## src/rtl/gci_std_display_pkg.sv

```systemverilog
// Shared definitions for the display controller register window: addresses,
// bit positions and request encoding.
package gci_std_display_pkg;

    localparam logic [3:0] ADDR_CTRL       = 4'h0;
    localparam logic [3:0] ADDR_RESOLUTION = 4'h1;
    localparam logic [3:0] ADDR_BGCOLOR    = 4'h2;
    localparam logic [3:0] ADDR_INT_ENA    = 4'h3;
    localparam logic [3:0] ADDR_STATUS     = 4'h4;
    localparam logic [3:0] ADDR_INT_STATUS = 4'h5;
    localparam logic [3:0] ADDR_SCRATCH    = 4'h6;

    localparam int unsigned CTRL_ENA_BIT        = 0;
    localparam int unsigned CTRL_MODE_LSB       = 1;
    localparam int unsigned STATUS_SEQ_BUSY_BIT = 0;
    localparam int unsigned STATUS_DISP_ENA_BIT = 1;
    localparam int unsigned INT_VSYNC_BIT       = 0;

    typedef enum logic {
        REG_READ  = 1'b0,
        REG_WRITE = 1'b1
    } reg_rw_e;

    function automatic logic [31:0] packResolution(input int unsigned hRes, input int unsigned vRes);
        logic [31:0] h32;
        logic [31:0] v32;
        h32 = hRes;
        v32 = vRes;
        return {v32[15:0], h32[15:0]};
    endfunction

endpackage

```

## src/rtl/gci_std_display_sync_fifo.sv

```systemverilog
// Two-entry, 32-bit synchronous FIFO; read data is the registered head entry.
module gci_std_display_sync_fifo (
    input  logic        iCLOCK,
    input  logic        iRESET_SYNC,
    input  logic        iWR_EN,
    input  logic [31:0] iWR_DATA,
    input  logic        iRD_EN,
    output logic [31:0] oRD_DATA,
    output logic        oFULL,
    output logic        oEMPTY,
    output logic [1:0]  oCOUNT
);

    logic [31:0] mem [2];
    logic        wrPtr;
    logic        rdPtr;
    logic [1:0]  count;
    logic        push;
    logic        pop;

    assign push = iWR_EN && (count != 2'd2);
    assign pop  = iRD_EN && (count != 2'd0);

    always_ff @(posedge iCLOCK) begin
        if (iRESET_SYNC) begin
            for (int unsigned i = 0; i < 2; i++) begin
                mem[i] <= '0;
            end
            wrPtr <= 1'b0;
            rdPtr <= 1'b0;
            count <= '0;
        end else begin
            if (push) begin
                mem[wrPtr] <= iWR_DATA;
                wrPtr      <= ~wrPtr;
            end
            if (pop) begin
                rdPtr <= ~rdPtr;
            end
            case ({push, pop})
                2'b10:   count <= count + 2'd1;
                2'b01:   count <= count - 2'd1;
                default: count <= count;
            endcase
        end
    end

    assign oRD_DATA = mem[rdPtr];
    assign oFULL    = (count == 2'd2);
    assign oEMPTY   = (count == 2'd0);
    assign oCOUNT   = count;

endmodule

```

## src/rtl/gci_std_display_register_file.sv

```systemverilog
// Control-bus register window for the display controller; buffered read
// return with back-pressure, display configuration outputs and vsync IRQ.
module gci_std_display_register_file
    import gci_std_display_pkg::*;
#(
    parameter int unsigned P_H_RES = 640,
    parameter int unsigned P_V_RES = 480
) (
    input  logic        iCLOCK,
    input  logic        iRESET_SYNC,
    input  logic        iREG_ENA,
    input  logic        iREG_RW,
    input  logic [3:0]  iREG_ADDR,
    input  logic [31:0] iREG_DATA,
    output logic        oREG_BUSY,
    output logic        oREG_VALID,
    input  logic        iREG_BUSY,
    output logic [31:0] oREG_DATA,
    input  logic        iVSYNC_EVENT,
    input  logic        iSEQ_BUSY,
    output logic        oDISP_ENA,
    output logic [1:0]  oDISP_MODE,
    output logic [23:0] oBG_COLOR,
    output logic        oIRQ
);

    logic [2:0]  ctrlReg;
    logic [23:0] bgColorReg;
    logic        intEnaReg;
    logic        intStatusReg;
    logic [31:0] scratchReg;
    logic        irqReg;

    logic        intEnaNext;
    logic        intStatusNext;
    logic [31:0] readData;
    logic        accept;
    logic        wrAccept;
    logic        rdAccept;
    logic        popReq;
    logic        fifoFull;
    logic        fifoEmpty;
    logic [1:0]  fifoCount;

    // Busy comes from the registered FIFO count only, so a pop in the same
    // cycle never lets an extra request through.
    assign accept   = iREG_ENA && !fifoFull;
    assign wrAccept = accept && (reg_rw_e'(iREG_RW) == REG_WRITE);
    assign rdAccept = accept && (reg_rw_e'(iREG_RW) == REG_READ);
    assign popReq   = !fifoEmpty && !iREG_BUSY;

    always_comb begin
        intEnaNext    = intEnaReg;
        intStatusNext = intStatusReg;
        if (wrAccept && iREG_ADDR == ADDR_INT_ENA) begin
            intEnaNext = iREG_DATA[0];
        end
        if (wrAccept && iREG_ADDR == ADDR_INT_STATUS && iREG_DATA[INT_VSYNC_BIT]) begin
            intStatusNext = 1'b0;
        end
        // A vsync arriving with a clear wins so no event is lost.
        if (iVSYNC_EVENT) begin
            intStatusNext = 1'b1;
        end
    end

    always_comb begin
        readData = '0;
        case (iREG_ADDR)
            ADDR_CTRL:       readData[2:0]  = ctrlReg;
            ADDR_RESOLUTION: readData       = packResolution(P_H_RES, P_V_RES);
            ADDR_BGCOLOR:    readData[23:0] = bgColorReg;
            ADDR_INT_ENA:    readData[0]    = intEnaReg;
            ADDR_STATUS: begin
                readData[STATUS_SEQ_BUSY_BIT] = iSEQ_BUSY;
                readData[STATUS_DISP_ENA_BIT] = ctrlReg[CTRL_ENA_BIT];
            end
            ADDR_INT_STATUS: readData[INT_VSYNC_BIT] = intStatusReg;
            ADDR_SCRATCH:    readData       = scratchReg;
            default:         readData       = '0;
        endcase
    end

    always_ff @(posedge iCLOCK) begin
        if (iRESET_SYNC) begin
            ctrlReg      <= '0;
            bgColorReg   <= '0;
            intEnaReg    <= 1'b0;
            intStatusReg <= 1'b0;
            scratchReg   <= '0;
            irqReg       <= 1'b0;
        end else begin
            if (wrAccept) begin
                case (iREG_ADDR)
                    ADDR_CTRL:    ctrlReg    <= iREG_DATA[2:0];
                    ADDR_BGCOLOR: bgColorReg <= iREG_DATA[23:0];
                    ADDR_SCRATCH: scratchReg <= iREG_DATA;
                    default:      ;
                endcase
            end
            intEnaReg    <= intEnaNext;
            intStatusReg <= intStatusNext;
            irqReg       <= intEnaNext & intStatusNext;
        end
    end

    gci_std_display_sync_fifo u_readFifo (
        .iCLOCK      (iCLOCK),
        .iRESET_SYNC (iRESET_SYNC),
        .iWR_EN      (rdAccept),
        .iWR_DATA    (readData),
        .iRD_EN      (popReq),
        .oRD_DATA    (oREG_DATA),
        .oFULL       (fifoFull),
        .oEMPTY      (fifoEmpty),
        .oCOUNT      (fifoCount)
    );

    assert property (@(posedge iCLOCK) fifoFull == (fifoCount == 2'd2));
    assert property (@(posedge iCLOCK) fifoEmpty == (fifoCount == 2'd0));

    assign oREG_BUSY  = fifoFull;
    assign oREG_VALID = !fifoEmpty;
    assign oDISP_ENA  = ctrlReg[CTRL_ENA_BIT];
    assign oDISP_MODE = ctrlReg[CTRL_MODE_LSB +: 2];
    assign oBG_COLOR  = bgColorReg;
    assign oIRQ       = irqReg;

endmodule

```

## config.mk

```make
export PLATFORM = sky130hd
export DESIGN_NAME = gci_std_display_register_file
export DESIGN_NICKNAME = d
export VERILOG_FILES = /design/src/rtl/gci_std_display_pkg.sv /design/src/rtl/gci_std_display_sync_fifo.sv /design/src/rtl/gci_std_display_register_file.sv
export SDC_FILE = /design/constraint.sdc
export NUM_CORES = 1
export LEC_CHECK = 0
export CAP_MARGIN = 20
export CORE_MARGIN = 2
export CORE_UTILIZATION = 25
export DETAILED_ROUTE_END_ITERATION = 8
export SKIP_LAST_GASP = 1
export SLEW_MARGIN = 0
export SYNTH_ARGS = -nofsm -noshare
export SYNTH_HDL_FRONTEND = slang
export SYNTH_SLANG_ARGS = --single-unit
```

## constraint.sdc

```tcl
create_clock -name iCLOCK -period 3.4 [get_ports iCLOCK]
set_input_delay 0.85 -clock iCLOCK [delete_from_list [all_inputs] [get_ports iCLOCK]]
set_output_delay 0.85 -clock iCLOCK [all_outputs]
set_load 0.005 [all_outputs]
```

# == After elaboration in Yosys (flattened, before gate mapping) ==
# Memory sizes are Yosys's and may differ from the RTL's. A register that Yosys moved wholly into a read port is not among the register bits.
# Index checks and enable logic that the tools add are counted.
# Widths: inputs -> output; s select.
# totals
elab_cells,65
memories,1
mem_bits_rw,64
ff_bits,66
output_inout_bits,62
inputBits,43
# mem_list
name,words,word_bits,read_ports,rd_clocked_by_memory_dff,write_ports,line,text
u_readFifo.mem,2,32,1,1,2,gci_std_display_sync_fifo.sv:14,logic [31:0] mem [2];
# op_classes
n_reduce_logical,20
n_eq_ne,10
mux,19
addsub,2
n_bitwise,4
# op_table
op,n
$pmux 21 s3,1
$mux 32,1
$reduce_or 32->1,1
$pmux 8 s2,1
$eq 4x3->1 const B,3
$mux 1,12
$logic_and 1x1->1,9
$eq 4x2->1 const B,2
$pmux 1 s6,1
$reduce_and 2->1,3
$eq 2x2->1 const B,2
$eq 4x1->1 const B,1
$logic_not 4->1,1
$pmux 1 s4,1
$pmux 2 s2,1
$reduce_bool 2->1,2
$logic_not 1->1,3
$not 1->1,3
$pmux 1 s3,1
$add 2x1->2 const B,1
$eq 2x1->1 const B,1
$logic_not 2->1,1
$ne 2x2->1 const B,1
$sub 2x1->2 const B,1
$and 1x1->1,1

# == Depth between registers and ports, before layout ==
# Gate-level depths: netlist of run 1.
# depth
ltp_word,10
mapped_depth,8
depth_no_buf,6

# == By module ==
# Synthesis of run 1 repeated with hierarchy kept, for this count alone.
# unflattened
hier_cells,584
hier_area_um2,5883.1
# by_module_without_submodules
module,n_inst,seq_area_each_um2,cells_each,area_per_inst_um2
gci_std_display_sync_fifo,1,2021.9,234,3046.7
gci_std_display_register_file,1,1241.2,350,2836.5

# == Worst setup path after synthesis of run 1 ==
# No wires, ideal clock.
# synth_path
path_kind,input port to flip-flop
from,input iREG_ENA
to,"memory u_readFifo.mem[1][0], enable pin"
n_path_buf,1
t_required_ps,3011
path_stages,4
setup_time_ps,389
arrival_ps,2237
slack_ps,773
cell_sequence,nor2b_1 -> nand4_1 -> clkbuf_1 -> nand2_1
# synth_rtl
element,line,text
from (decl),gci_std_display_register_file.sv:11,"input logic iREG_ENA,"
to (decl),gci_std_display_sync_fifo.sv:14,

==> results of run 1 <==
==> synthesized netlist by cell type (all sizes together) <==
cell type	number	share of area
a21oi	73	0.061
dfxtp	67	0.22
edfxtp	64	0.32
nand4	61	0.064
o31ai	60	0.075
clkbuf	42	0.026
mux2	39	0.073
nor2	38	0.024
buf	26	0.023
a22oi	16	0.020
and3	16	0.017
nor3	14	0.013
inv	6	0.0038
o21ai	6	0.0050
nand2	5	0.0031
nor3b	3	0.0038
or3	3	0.0031
a31oi	2	0.0021
mux2i	2	0.0033
nand2b	2	0.0021
nor2b	2	0.0021
nor4	2	0.0021
or3b	2	0.0029
or4	2	0.0031
a32oi	1	0.0015
a41oi	1	0.0015
and2	1	0.0010
and4	1	0.0015
and4bb	1	0.0021
ha	1	0.0021
nand4bb	1	0.0019
nor4b	1	0.0025
nor4bb	1	0.0017
o22a	1	0.0015
o311ai	1	0.0015
o41ai	1	0.0015
or4b	1	0.0017
xnor2	1	0.0015
xor2	1	0.0015
==> metrics by stage <==
stage          cell area (sq um)  setup slack [ns]
2_1_floorplan               6000             0.773
3_3_place_gp                7380             0.520
3_5_place_dp                7380             0.492
4_1_cts                     8010             0.429
5_1_grt                     8010             0.373
6_report                    8010             0.504
==> where the power goes <==
| part | switching [mW] | internal, mW | total, mW |
|---|---|---|---|
| sequential | 0.0485 | 1.73 | 1.77 |
| clock | 0.694 | 1.24 | 1.94 |
| combinational | 0.411 | 0.362 | 0.773 |
| total | 1.15 | 3.33 | 4.49 |
==> flip-flops by register name, summed over array words and instances, names as in the netlist, named ones only <==
name / count
u_readFifo.rdPtr: 1
oBG_COLOR: 24
oIRQ: 1
u_readFifo.mem: 64
u_readFifo.wrPtr: 1
ctrlReg: 3
u_readFifo.oCOUNT: 2
scratchReg: 32
intStatusReg: 1
intEnaReg: 1
==> worst min-delay path: stages, from the launching register on <==
cell and delay (ns):
dfxtp_1 0.31, o31ai_1 0.06, a21oi_1 0.06
==> cells by family after synthesis <==
family          count (synthesis)  share of synthesized area
buf+inv                        74                     0.0528
mux                            41                     0.0766
xor+xnor                        2                    0.00292
fa+ha+maj                       1                    0.00209
flops                         131                      0.544
compound gates                162                      0.170
simple gates                  157                      0.151
==> area by class of cell <==
type                       instances  area (sq um)  area share
timing repair buffer             123          1250       0.157
clock inverter                    13           181      0.0227
sequential                       131          3260       0.408
tap                              319           399      0.0498
clock buffer                      19           443      0.0553
multi-input combinational        363          2440       0.305
inverter                           6          22.5     0.00281
==> worst min-delay path by stage <==
| stage | start | slack [ns] | endpoint | depth (start not counted) |
|---|---|---|---|---|
| after floorplan | scratchReg[0]$_SDFFE_PP0P_ | 0.44 | scratchReg[0]$_SDFFE_PP0P_ | 2 |
| after global routing | scratchReg[3]$_SDFFE_PP0P_ | 0.49 | scratchReg[3]$_SDFFE_PP0P_ | 2 |
| after detailed placement | scratchReg[21]$_SDFFE_PP0P_ | 0.46 | scratchReg[21]$_SDFFE_PP0P_ | 2 |
| after CTS | scratchReg[1]$_SDFFE_PP0P_ | 0.47 | scratchReg[1]$_SDFFE_PP0P_ | 2 |
| final | scratchReg[5]$_SDFFE_PP0P_ | 0.47 | scratchReg[5]$_SDFFE_PP0P_ | 2 |
| after global placement | scratchReg[1]$_SDFFE_PP0P_ | 0.45 | scratchReg[1]$_SDFFE_PP0P_ | 2 |
==> routing by layer <==
layer	share of wire	vias to the layer above	GRT usage
li1	-	2349	-
met1	0.47	2448	0.185
met2	0.47	143	0.227
met3	0.046	21	0.0347
met4	0.019	0	0.0533
met5	0	-	0
==> results.json, run 1 <==
{
  "nets": 686,
  "crit_end": "oREG_DATA[31]",
  "dp_cells": 942,
  "yosysWarnings": 0,
  "io_pins": 105,
  "drtIter0Drc": 487,
  "vias_per_cell": 5.09,
  "drc": 0,
  "antenna-diode-count": 0,
  "cts_tree": "done",
  "path_delay_family": "buffers and inverters",
  "synthCells": 568,
  "worstPathCellList": "buf_12 -> mux2_2 -> clkdlybuf4s50_1",
  "avgSynthCellArea_sq_um": 10.6,
  "ctsHoldBuffers": 0,
  "cpPeakStageDelay_ns": 0.57,
  "cts-buffers-inserted": 17,
  "min_period_ns": 2.90,
  "grt_start_max_net_pins": 65,
  "fp.dieH_um": 159,
  "final_cell_count_no_fill": 974,
  "hold_violations": 0,
  "utilization": 0.340,
  "start_util": 0.255,
  "via_count": 4961,
  "r2r-end": "u_readFifo.mem[1][10]$_SDFFCE_PN0P_",
  "mostFrequentLayoutCell": "clkdlybuf4s50_1",
  "hold_ws_ns": 0.467,
  "critPathArrivalTime_ns": 2.05,
  "max-cap-violations": 0,
  "wl_per_cell_um": 18.4,
  "outcome": "complete, no violations",
  "clkTransAtPathRegs_ns": 0.06,
  "grt_use_total": 0.142,
  "cp_slowest_cell": "dfxtp_2",
  "io_buffers": 104,
  "clock.fmax_mhz": 345,
  "tns_ns": 0,
  "setup_viol": 0,
  "clock_sinks": 131,
  "p_total_mw": 4.49,
  "drv_slew": 0,
  "relSlewSlack": 0.534,
  "crit_fanout": 19,
  "synth_cell_types": 45,
  "grt_pass1_vias": 4966,
  "ys_seq_area_frac": 0.544,
  "synth.cell_area_sq_um": 6000,
  "wl_mm": 17.9,
  "crit_path_end_kind": "output port",
  "drive_above_1_share": 0.156,
  "crit_path_start_kind": "register",
  "worst-path-buf-inv": 2,
  "drt_pre_antenna_iters": 5,
  "dieWidth_um": 159,
  "power.density_nw_per_um2": 560,
  "ys_ff_latch": 131,
  "gp_congestion": 0.765,
  "tightest_slew_ns": 0.698,
  "htreeDepth": 4,
  "grt_antenna_before_repair": 0,
  "ir_drop_uv": 286,
  "core_area_sq_um": 23500,
  "r2r_start": "u_readFifo.oCOUNT[0]$_SDFFE_PP0P_",
  "cts_buffer_depth": 2,
  "crit_required_ns": 2.55,
  "grt_pass1_wl_mm": 28.2,
  "cts_setup_buffers": 0,
  "dp_hpwl_mm": 11.1,
  "ant_nets": 0,
  "hp-class": "register to register",
  "syn_nets": 612,
  "rsz0062_at_grt": "no",
  "fill_cells": 2428,
  "worstRegToRegCells": 5,
  "ctsRootBufferMaster": "clkbuf_16",
  "cts.repair.resized": 0,
  "total_leakage_power_nw": 2.60,
  "clkLatencyLatePin_ns": 0.42,
  "worst_clock_skew_ns": 0.00916,
  "rows": 56,
  "overflow": 0,
  "critical_path_class": "register to output port",
  "area_growth_pct": 33.5,
  "period_share": 0.852,
  "path_depth": 3,
  "fp.dieArea_sq_um": 25200,
  "r2r_slack_ns": 1.12,
  "layout_common_cells": "clkdlybuf4s50_1 (103), a21oi_1 (73), dfxtp_1 (66)"
}
(Power assumes the default switching activity.)
==> run 2, diff against run 1 <==
--- a/config.mk
+++ b/config.mk
@@ -9,6 +9,7 @@
 export CORE_MARGIN = 2
 export CORE_UTILIZATION = 25
 export DETAILED_ROUTE_END_ITERATION = 8
+export HOLD_SLACK_MARGIN = 0.12
 export SKIP_LAST_GASP = 1
 export SLEW_MARGIN = 0
 export SYNTH_ARGS = -nofsm -noshare
==> results of run 2 <==
The final DEF is identical to that of run 1; final timing and power are the same.
==> run 3, diff against run 2 <==
--- a/config.mk
+++ b/config.mk
@@ -8,6 +8,7 @@
 export CAP_MARGIN = 20
 export CORE_MARGIN = 2
 export CORE_UTILIZATION = 25
+export CTS_BUF_LIST = sky130_fd_sc_hd__clkbuf_16
 export DETAILED_ROUTE_END_ITERATION = 8
 export HOLD_SLACK_MARGIN = 0.12
 export SKIP_LAST_GASP = 1
==> run 3 against run 2 <==
Against the previous run: non-clock buffer count is the same; critical path depth unchanged; fmax hardly changed; clock-buffer cell count fell by 2; largest power group unchanged; highest routed layer unchanged.
==> results.json, run 3 (synthesized netlist as in run 1, its figures left out) <==
{
  "outcome": "complete, no violations",
  "wl_mm": 17.8,
  "tns_ns": 0,
  "layout_common_cells": "clkdlybuf4s50_1 (103), a21oi_1 (73), dfxtp_1 (66)",
  "drt_pre_antenna_iters": 5,
  "layout_setup_ws_ns": 0.505,
  "r2r_slack_ns": 1.10,
  "regMostFlops": "u_readFifo.mem",
  "cts.repair.resized": 0,
  "ir_drop_uv": 287,
  "grt_pass1_vias": 4959,
  "period_share": 0.852,
  "multi_input_area_sq_um": 2440,
  "grt_start_max_net_pins": 65,
  "overflow": 0,
  "power.density_nw_per_um2": 557,
  "htreeDepth": 4,
  "fp.dieH_um": 159,
  "grt_pass1_wl_mm": 28.2,
  "setup_viol": 0,
  "worst_clock_skew_ns": 0.00954,
  "hp-class": "register to register",
  "critical_path_class": "register to output port",
  "dieWidth_um": 159,
  "hold_violations": 0,
  "cts_tree": "done",
  "core_area_sq_um": 23500,
  "ctsRootBufferMaster": "clkbuf_16",
  "drtIter0Drc": 504,
  "largest_register_ffs": 64,
  "max-cap-violations": 0,
  "via_count": 4955,
  "rsz0062_at_grt": "no",
  "r2r-end": "u_readFifo.mem[1][10]$_SDFFCE_PN0P_",
  "nets": 686,
  "grt_antenna_before_repair": 0,
  "clock.fmax_mhz": 345,
  "drv_slew": 0,
  "critPathArrivalTime_ns": 2.05,
  "cts_setup_buffers": 0,
  "mostFrequentLayoutCell": "clkdlybuf4s50_1",
  "clock_sinks": 131,
  "vias_per_cell": 5.09,
  "fp.dieArea_sq_um": 25200,
  "drive_above_1_share": 0.154,
  "r2r_start": "u_readFifo.oCOUNT[0]$_SDFFE_PP0P_",
  "whs_path_depth": 2,
  "register_area_sq_um": 3260,
  "relSlewSlack": 0.534,
  "drc": 0,
  "ctsHoldBuffers": 0,
  "antenna-diode-count": 0,
  "min_period_ns": 2.90,
  "crit_path_end_kind": "output port",
  "area_growth_pct": 33.3,
  "p_total_mw": 4.46,
  "fill_cells": 2429,
  "io_pins": 105,
  "clkLatencyLatePin_ns": 0.42,
  "cts_buffer_depth": 2,
  "final_cell_count_no_fill": 974,
  "min-delay-start": "scratchReg[5]$_SDFFE_PP0P_",
  "wl_per_cell_um": 18.3,
  "cts-buffers-inserted": 17,
  "ant_nets": 0,
  "crit_fanout": 19,
  "worstRegToRegCells": 5,
  "gp_congestion": 0.765,
  "start_util": 0.255,
  "crit_required_ns": 2.55,
  "rows": 56,
  "hold_end": "scratchReg[5]$_SDFFE_PP0P_",
  "io_buffers": 104,
  "crit_path_start_kind": "register",
  "dp_slack_ns": 0.492,
  "utilization": 0.340,
  "dp_hpwl_mm": 11.1,
  "tightest_slew_ns": 0.699,
  "clkTransAtPathRegs_ns": 0.06,
  "dp_cells": 942,
  "total_leakage_power_nw": 2.59,
  "grt_use_total": 0.142
}
==> run 3: critical path: stages, from the launching register on <==
cell             delay [ns]
dfxtp_2                0.57
buf_12                 0.23
mux2_2                 0.37
clkdlybuf4s50_1        0.45
==> run 3: worst max-delay path by stage <==
| stage | from | to | slack (ns) | cells past startpoint |
|---|---|---|---|---|
| final | register | oREG_DATA[31] | 0.50 | 3 |
| after global placement | iREG_ADDR[3] | u_readFifo.mem[0][0]$_SDFFCE_PN0P_ | 0.52 | 5 |
| after floorplan | iREG_ENA | u_readFifo.mem[1][0]$_SDFFCE_PN0P_ | 0.77 | 4 |
| after global routing | register | oREG_DATA[31] | 0.37 | 3 |
| after CTS | register | oREG_DATA[22] | 0.43 | 3 |
| after detailed placement | iREG_ADDR[3] | u_readFifo.mem[0][0]$_SDFFCE_PN0P_ | 0.49 | 5 |
==> run 3: where the power goes <==
group | switching (mW) | total [mW] | internal (mW)
registers | 0.0484 | 1.77 | 1.73
clock network | 0.693 | 1.91 | 1.22
logic | 0.409 | 0.771 | 0.362
total | 1.15 | 4.46 | 3.31
==> run 3: layout make-up <==
class / count / share of cell area
clock buffer: 17 / 0.0532
clock inverter: 15 / 0.0236
inverter: 6 / 0.00282
multi-input combinational: 363 / 0.306
sequential: 131 / 0.408
tap: 319 / 0.0499
timing repair buffer: 123 / 0.157
==> run 3: routing by layer <==
metal,track usage,part of all wire
met2,0.225,0.47
met4,0.0533,0.020
met3,0.0347,0.045
met5,0,0
met1,0.187,0.47
==> run 3: per-stage QoR <==
| stage | instance area, sq um | hold WS [ns] |
|---|---|---|
| after CTS | 8000 | 0.468 |
| after global placement | 7380 | 0.450 |
| after floorplan | 6000 | 0.444 |
| final | 8000 | 0.469 |
| after global routing | 8000 | 0.490 |
| after detailed placement | 7380 | 0.458 |
